File: src/rtl/pipelined_mul_nxn.sv
// Fully pipelined WIDTH x WIDTH shift-and-add multiplier with a per-transaction signed/unsigned mode.
// Each stage adds one partial product; the last stage subtracts it for signed operands.
module pipelined_mul_nxn #(
  parameter int WIDTH = 8
) (
  input  logic                 clk,
  input  logic                 rst,
  input  logic                 in_valid,
  output logic                 in_ready,
  input  logic                 in_signed,
  input  logic [WIDTH-1:0]     a,
  input  logic [WIDTH-1:0]     b,
  output logic                 out_valid,
  input  logic                 out_ready,
  output logic [2*WIDTH-1:0]   p,
  output logic                 out_signed
);

  localparam int PW = 2 * WIDTH;

  // Handshake: a beat transfers on a rising edge where valid && ready are both 1.
  // Producer holds data while valid && !ready. The whole pipeline advances only
  // when the output stage is empty or being drained, so in_ready depends on out_ready.
  logic adv;

  logic [WIDTH-1:0] valid_q;
  logic [WIDTH-1:0] mode_q;
  logic [PW-1:0]    sum_q    [WIDTH];
  logic [PW-1:0]    sum_d    [WIDTH];

  // The final stage only carries the finished product, so multiplicand and
  // remaining multiplier bits exist for stages 0..WIDTH-2.
  logic [PW-1:0]    mcand_q  [WIDTH-1];
  logic [WIDTH-1:0] mplier_q [WIDTH-1];

  logic [PW-1:0]    a_ext;

  assign adv       = !out_valid || out_ready;
  assign in_ready  = adv;
  assign out_valid = valid_q[WIDTH-1];
  assign out_signed = mode_q[WIDTH-1];
  assign p         = sum_q[WIDTH-1];

  assign a_ext = in_signed ? {{WIDTH{a[WIDTH-1]}}, a} : {{WIDTH{1'b0}}, a};

  always_comb begin
    logic [PW-1:0] term;
    term = '0;
    for (int k = 0; k < WIDTH; k++) begin
      sum_d[k] = '0;
    end
    sum_d[0] = b[0] ? a_ext : '0;
    for (int k = 1; k < WIDTH; k++) begin
      term = mplier_q[k-1][0] ? (mcand_q[k-1] << 1) : '0;
      // The MSB of a two's complement multiplier carries negative weight.
      if ((k == WIDTH - 1) && mode_q[k-1]) begin
        sum_d[k] = sum_q[k-1] - term;
      end else begin
        sum_d[k] = sum_q[k-1] + term;
      end
    end
  end

  always_ff @(posedge clk) begin
    if (rst) begin
      valid_q <= '0;
      mode_q  <= '0;
      for (int k = 0; k < WIDTH; k++) begin
        sum_q[k] <= '0;
      end
      for (int k = 0; k < WIDTH - 1; k++) begin
        mcand_q[k]  <= '0;
        mplier_q[k] <= '0;
      end
    end else if (adv) begin
      valid_q[0]  <= in_valid;
      mode_q[0]   <= in_signed;
      sum_q[0]    <= sum_d[0];
      mcand_q[0]  <= a_ext;
      mplier_q[0] <= b >> 1;
      for (int k = 1; k < WIDTH; k++) begin
        valid_q[k] <= valid_q[k-1];
        mode_q[k]  <= mode_q[k-1];
        sum_q[k]   <= sum_d[k];
      end
      for (int k = 1; k < WIDTH - 1; k++) begin
        mcand_q[k]  <= mcand_q[k-1] << 1;
        mplier_q[k] <= mplier_q[k-1] >> 1;
      end
    end
  end

endmodule

File: config.mk
export PLATFORM = sky130hd
export DESIGN_NAME = pipelined_mul_nxn
export DESIGN_NICKNAME = d
export VERILOG_FILES = /design/src/rtl/pipelined_mul_nxn.sv
export SDC_FILE = /design/constraint.sdc
export NUM_CORES = 1
export LEC_CHECK = 0
export CELL_PAD_IN_SITES_DETAIL_PLACEMENT = 1
export CELL_PAD_IN_SITES_GLOBAL_PLACEMENT = 2
export CORE_MARGIN = 2
export CORE_UTILIZATION = 48
export CTS_BUF_LIST = sky130_fd_sc_hd__clkbuf_4 sky130_fd_sc_hd__clkbuf_8 sky130_fd_sc_hd__clkbuf_16
export DETAILED_ROUTE_END_ITERATION = 7
export DONT_BUFFER_PORTS = 1
export MAX_ROUTING_LAYER = met4
export PLACE_DENSITY = 0.83
export SYNTH_ARGS = -nofsm -noshare
export SYNTH_HDL_FRONTEND = slang
export SYNTH_SLANG_ARGS = --single-unit
File: constraint.sdc
create_clock -name clk -period 20.9 [get_ports clk]
set_input_delay 4.18 -clock clk [delete_from_list [all_inputs] [get_ports clk]]
set_output_delay 4.18 -clock clk [all_outputs]
set_load 0.02 [all_outputs]
==> results of run 1 <==
[critical path, cell delays in order]
cell	delay, ns
nor2b_1	0.09
buf_4	0.26
inv_2	0.21
[layout by cell type (no fill, tap or decap), types with 10 or more instances in the layout]
cell type / count
ha_1: 73
xnor2_1: 42
nand2_1: 52
nor2b_1: 31
inv_1: 15
o21bai_1: 10
nor3_1: 10
and3_1: 13
a21oi_1: 57
o21ai_0: 10
o21ai_1: 12
a21o_1: 28
edfxtp_1: 212
and2_1: 163
xor2_1: 25
dfxtp_1: 16
nor2_1: 91
a31oi_1: 10
clkbuf_16: 27
[sequential cells by signal (all words and copies together) (netlist names)]
| register | flops |
|---|---|
| sum_q | 121 |
| mplier_q | 28 |
| mcand_q | 63 |
| mode_q | 8 |
| valid_q | 8 |
[synthesized netlist by cell type, types with 12 or more instances]
master	number
nor2_1	92
o21ai_1	12
clkbuf_1	27
inv_1	15
ha_1	73
buf_4	16
and2_1	163
and3_1	13
dfxtp_1	16
a21o_1	28
a21oi_1	57
edfxtp_1	212
xor2_1	25
nor2b_1	31
xnor2_1	42
nand2_1	52
[final timing paths]
check	startpoint	endpoint	slack, ns	depth (start not counted)
max reg2reg	mplier_q[0][42]	sum_q[1][62]	17.57	12
min	valid_q[5]	valid_q[6]	0.45	2
min reg2reg	valid_q[5]	valid_q[6]	0.45	2
max	out_ready	in_ready	11.98	3
[per-stage QoR]
stage | worst slack [ns] | total power, mW | hold slack [ns]
global placement | 11.97 | 0.540 | 0.433
finish | 11.98 | 0.983 | 0.446
CTS | 11.97 | 0.998 | 0.449
global route | 11.92 | 1.02 | 0.471
detailed placement | 11.97 | 0.541 | 0.441
floorplan | 10.54 | 0.537 | 0.432
[area by class of cell]
class / instances / area share, %
Clock buffer: 31 / 5.45
Clock inverter: 17 / 1.24
Inverter: 16 / 0.464
Multi-Input combinational cell: 711 / 37.7
Sequential cell: 228 / 51.6
Tap cell: 324 / 3.13
Timing Repair Buffer: 4 / 0.329
[power groups by stage]
stage / combinational [mW] / clock [mW] / sequential (mW)
finish: 0.0233 / 0.452 / 0.508
global route: 0.0268 / 0.483 / 0.509
CTS: 0.0239 / 0.466 / 0.508
detailed placement: 0.0237 / 0 / 0.517
global placement: 0.0231 / 0 / 0.517
floorplan: 0.0214 / 0 / 0.515
[cell families after synthesis]
family | share of synthesized area (%)
compound gates | 9.16
xor+xnor | 4.95
fa+ha+maj | 8.71
buf+inv | 2.61
flops | 56.3
mux | 0.253
simple gates | 18.0
[routing by layer]
metal | track usage [%] | wire length (um)
met1 | 16.9 | 8010
met2 | 31.4 | 11200
met3 | 2.47 | 535
met4 | 4.67 | 410
met5 | - | 0
==> impl_metrics.ini, run 1 <==
[outcome]
run_status = completed

[placement]
place.port_buffers = 0
place_congestion = 0.842
placed_cells_incl_taps = 1283
post-dp-hpwl_um = 12900
post_dp_cell_area_um2 = 12100

[pwr]
switchingPower_uw = 192
switching_share_pct = 19.6
p_leak_nw = 5.65
intPower_uw = 790
clock_power_share_pct = 46.0
powerDensity_nw_per_um2 = 75.9
power.ir.vdd_worst_mv = 0.0541
comb_power_share_pct = 2.4
seq_power_share_pct = 51.7

[grt]
globalRouteTotalUtil_pct = 16.2
pin_count_of_the_biggest_net_entering_global_routing = 213
first_global_vias = 7335
number_of_antenna_violations_at_the_first_check_in_global_routing = 1
grt_pass1_wl_um = 34100
globalRoute.totalOverflow = 0

[finish]
final-instance-count-excl-fill = 1331
post_route_cells_drive_above_1_share_pct = 5.26
fin_nets = 1088
area_growth_syn_to_layout_pct = 9.11
filler_cell_count = 2491
post-route-util_pct = 53.2
multi_input_gate_area_um2 = 4890
antenna_cell_count = 0
area.sequential_um2 = 6690
finalInstanceArea_um2 = 12900

[synth]
post-synth-top-area-cell = edfxtp_1
flip_flop_and_latch_count_after_synthesis = 228
postSynthCellCount = 1004
ys.flop_type = edfxtp_1
mappedNetlistArea_um2 = 11900
netlist_cell_types = 60
post_synthesis_net_count = 1104
number_of_flops_mapped_to_enable_cells_by_yosys = 212
synthesis.area_per_instance_um2 = 11.8
ys.warnings.count = 0
synth_sequential_area_ratio_pct = 56.3
yosys-top-cells-area = edfxtp_1 54%, and2_1 8.6%, ha_1 7.7%, xnor2_1 3.1%, nor2_1 2.9%
synth_largest_type_area_fraction_pct = 53.6
ys_async_sr_fraction_pct = 0

[cts]
cts.repair_timing.setup_buffer_count = 0
clock_tree_sinks = 228
tritoncts.num_buffers = 27
cts-htree-levels = 1
cts_tree = built
cts-resized-gates = 0
clk_path_buf_depth = 3
cts-root-buf = clkbuf_16
clk_transition_reported_paths_ns = 0.05
clock_latency_of_the_later_clocked_register_in_the_worst_skew_pair_ns = 0.51
post_cts_hold_buffer_count = 0

[route]
detail_route.vias_per_cell = 5.28
drt-initial-drc-count = 297
avgRoutedWirePerCell_um = 15.1
firstDrtPassIters = 4
dr_total_vias = 7034
drcViolationCount = 0
antenna_violating_nets_post_route = 0
routed_wirelength_um = 20100

[timing]
layout_min_cycle_time_ns = 8.92
max_slew_margin_pct = 11.5
report.final.hold_viol_count = 0
maxClockFrequency_ghz = 0.112
fin_worst_skew_ns = 0.00885
setup_repair_after_global_routing_missed_its_margin = no
final.period_utilization_pct = 42.7
worst_pin_slew_ns = 1.33
setup-tns-final_ns = 0
final-max-slew-violation-count = 0
setup_viol = 0

[critical_path]
timing.setup.critical_path_class = primary input to primary output
timing.critical_path.required_ns = 16.72
cp-end-kind = primary output
critical_path_arrival_ns = 4.74
start_kind = primary input
path_max_fanout = 19

[hold_path]
hold_path.class = flip-flop to flip-flop

[floorplan]
design.die.area_um2 = 26000
number_of_standard_cell_rows_in_the_floorplan = 57
ports = 40
die_h_um = 161
coreArea_um2 = 24300
die-width_um = 161
start_util_pct = 48.8

[job]
maxCapViolCount = 0
Power figures use the tool's default switching activity.
==> run 2, diff against run 1 <==
Settings changed: CORE_UTILIZATION 48 to 44, PLACE_DENSITY 0.83 to 0.77.
Clock period 20.9 ns to 8.5 ns, I/O delays scaled along.
==> impl_metrics.ini, run 2 (synthesis results as in run 1) <==
[critical_path]
critical_path.max_stage_delay_ns = 0.26
r2r_end = sum_q[1][63]
crit_chain = nor2b_1 -> buf_4 -> inv_2
path_max_fanout = 19
rr_startpoint = mplier_q[0][42]
timing.setup.critical_path_class = primary input to primary output
setup.reg_to_reg.worst_slack_ns = 5.12
timing.critical_path.required_ns = 6.80
critical_path_arrival_ns = 2.28
worstRegToRegCells = 12
worst_path_max_delay_cell = buf_4
cp-end-kind = primary output
start_kind = primary input

[timing]
final.period_utilization_pct = 46.8
setup-tns-final_ns = 0
setup_repair_after_global_routing_missed_its_margin = no
layout_min_cycle_time_ns = 3.98
report.final.hold_viol_count = 0
layout_setup_ws_ns = 4.52
final-max-slew-violation-count = 0
maxClockFrequency_ghz = 0.251
worst_pin_slew_ns = 1.24
fin_worst_skew_ns = 0.0104
max_slew_margin_pct = 17.2
setup_viol = 0

[cts]
post_cts_hold_buffer_count = 0
clock_latency_of_the_later_clocked_register_in_the_worst_skew_pair_ns = 0.53
clock_tree_sinks = 228
cts_tree = built
cts-htree-levels = 1
cts-root-buf = clkbuf_16
clk_transition_reported_paths_ns = 0.06
cts-resized-gates = 0
clk_path_buf_depth = 3
tritoncts.num_buffers = 27
cts.repair_timing.setup_buffer_count = 0

[hold_path]
timing.hold.worst_path_depth = 2
min_delay_startpoint = mode_q[2]
whs_endpoint = mode_q[2]
hold_path.class = flip-flop to flip-flop

[route]
firstDrtPassIters = 4
detail_route.vias_per_cell = 5.17
antenna_violating_nets_post_route = 0
drt-initial-drc-count = 343
routed_wirelength_um = 20100
avgRoutedWirePerCell_um = 14.9
dr_total_vias = 6983
drcViolationCount = 0

[grt]
pin_count_of_the_biggest_net_entering_global_routing = 213
grt_pass1_wl_um = 34500
global_route.peak_usage_layer = met2
gr-usage-met2_pct = 29.4
grt_use_met3_pct = 2.61
grt_util_met1_pct = 15.4
number_of_antenna_violations_at_the_first_check_in_global_routing = 0
globalRouteTotalUtil_pct = 15.1
first_global_vias = 7326
globalRoute.totalOverflow = 0

[finish]
post_route_cells_drive_above_1_share_pct = 5.95
finalInstanceArea_um2 = 13000
largest_registers = sum_q x121, mcand_q x63, mplier_q x28
area_growth_syn_to_layout_pct = 9.82
antenna_cell_count = 0
largest-register = sum_q
highest_count_cells_in_the_layout_ignoring_fill_and_taps = 212 x edfxtp_1, 163 x and2_1, 91 x nor2_1
largest_register_ff_count = 121
fin_nets = 1088
layout.cells.most_common = edfxtp_1

[floorplan]
number_of_standard_cell_rows_in_the_floorplan = 60
ports = 40
design.die.area_um2 = 28300
die-width_um = 168
start_util_pct = 44.4
coreArea_um2 = 26700
die_h_um = 168

[pwr]
power.ir.vdd_worst_mv = 0.142
p_leak_nw = 5.68
powerDensity_nw_per_um2 = 191

[placement]
place_congestion = 0.787
post-dp-hpwl_um = 12800
post_dp_cell_area_um2 = 12100
place.port_buffers = 0
dp_slack_ns = 4.53

[outcome]
run_status = completed

[job]
maxCapViolCount = 0
==> run 2: per-layer routing <==
metal	vias to the layer above	part of all wire, %
met5	-	0
met4	0	1.7
met3	33	3.3
met2	73	56
met1	3347	39
li1	3530	-
==> run 2: worst max-delay path: cells and delay by family <==
family / cells / cell delay, ns
buffers and inverters: 2 / 0.48
AND/OR/NAND/NOR: 1 / 0.09
==> run 2: stage by stage <==
stage / hold slack, ns / total power, mW / std cells / utilization (%)
after floorplan: 0.432 / 1.32 / 1004 / -
after global placement: 0.433 / 1.33 / 1300 / 45.3
after detailed placement: 0.442 / 1.33 / 1300 / 45.3
after CTS: 0.449 / 2.52 / 1350 / 48.8
after global routing: 0.477 / 2.58 / 1350 / 48.8
final: 0.448 / 2.49 / 1350 / 48.8
==> run 2: area by class of cell <==
type / instances / area [um^2]
fill: 2760 / 13700
sequential: 228 / 6690
multi-input combinational: 711 / 4890
clock buffer: 32 / 726
tap: 341 / 427
clock inverter: 18 / 203
inverter: 16 / 60.1
timing repair buffer: 4 / 42.5
==> run 2: worst max-delay path by stage <==
stage          cells after the start       endpoint       from  slack, ns
2_1_floorplan                      3  mcand_q[0][0]        rst       0.62
3_3_place_gp                       3       in_ready  out_ready       4.52
3_5_place_dp                       3       in_ready  out_ready       4.53
4_1_cts                            3       in_ready  out_ready       4.52
5_1_grt                            3       in_ready  out_ready       4.46
6_report                           3       in_ready  out_ready       4.52
==> run 2: report_power, final <==
part	switching, mW	internal [mW]	total (mW)
logic	0.0333	0.0239	0.0572
registers	0.0105	1.24	1.25
clock network	0.448	0.732	1.18
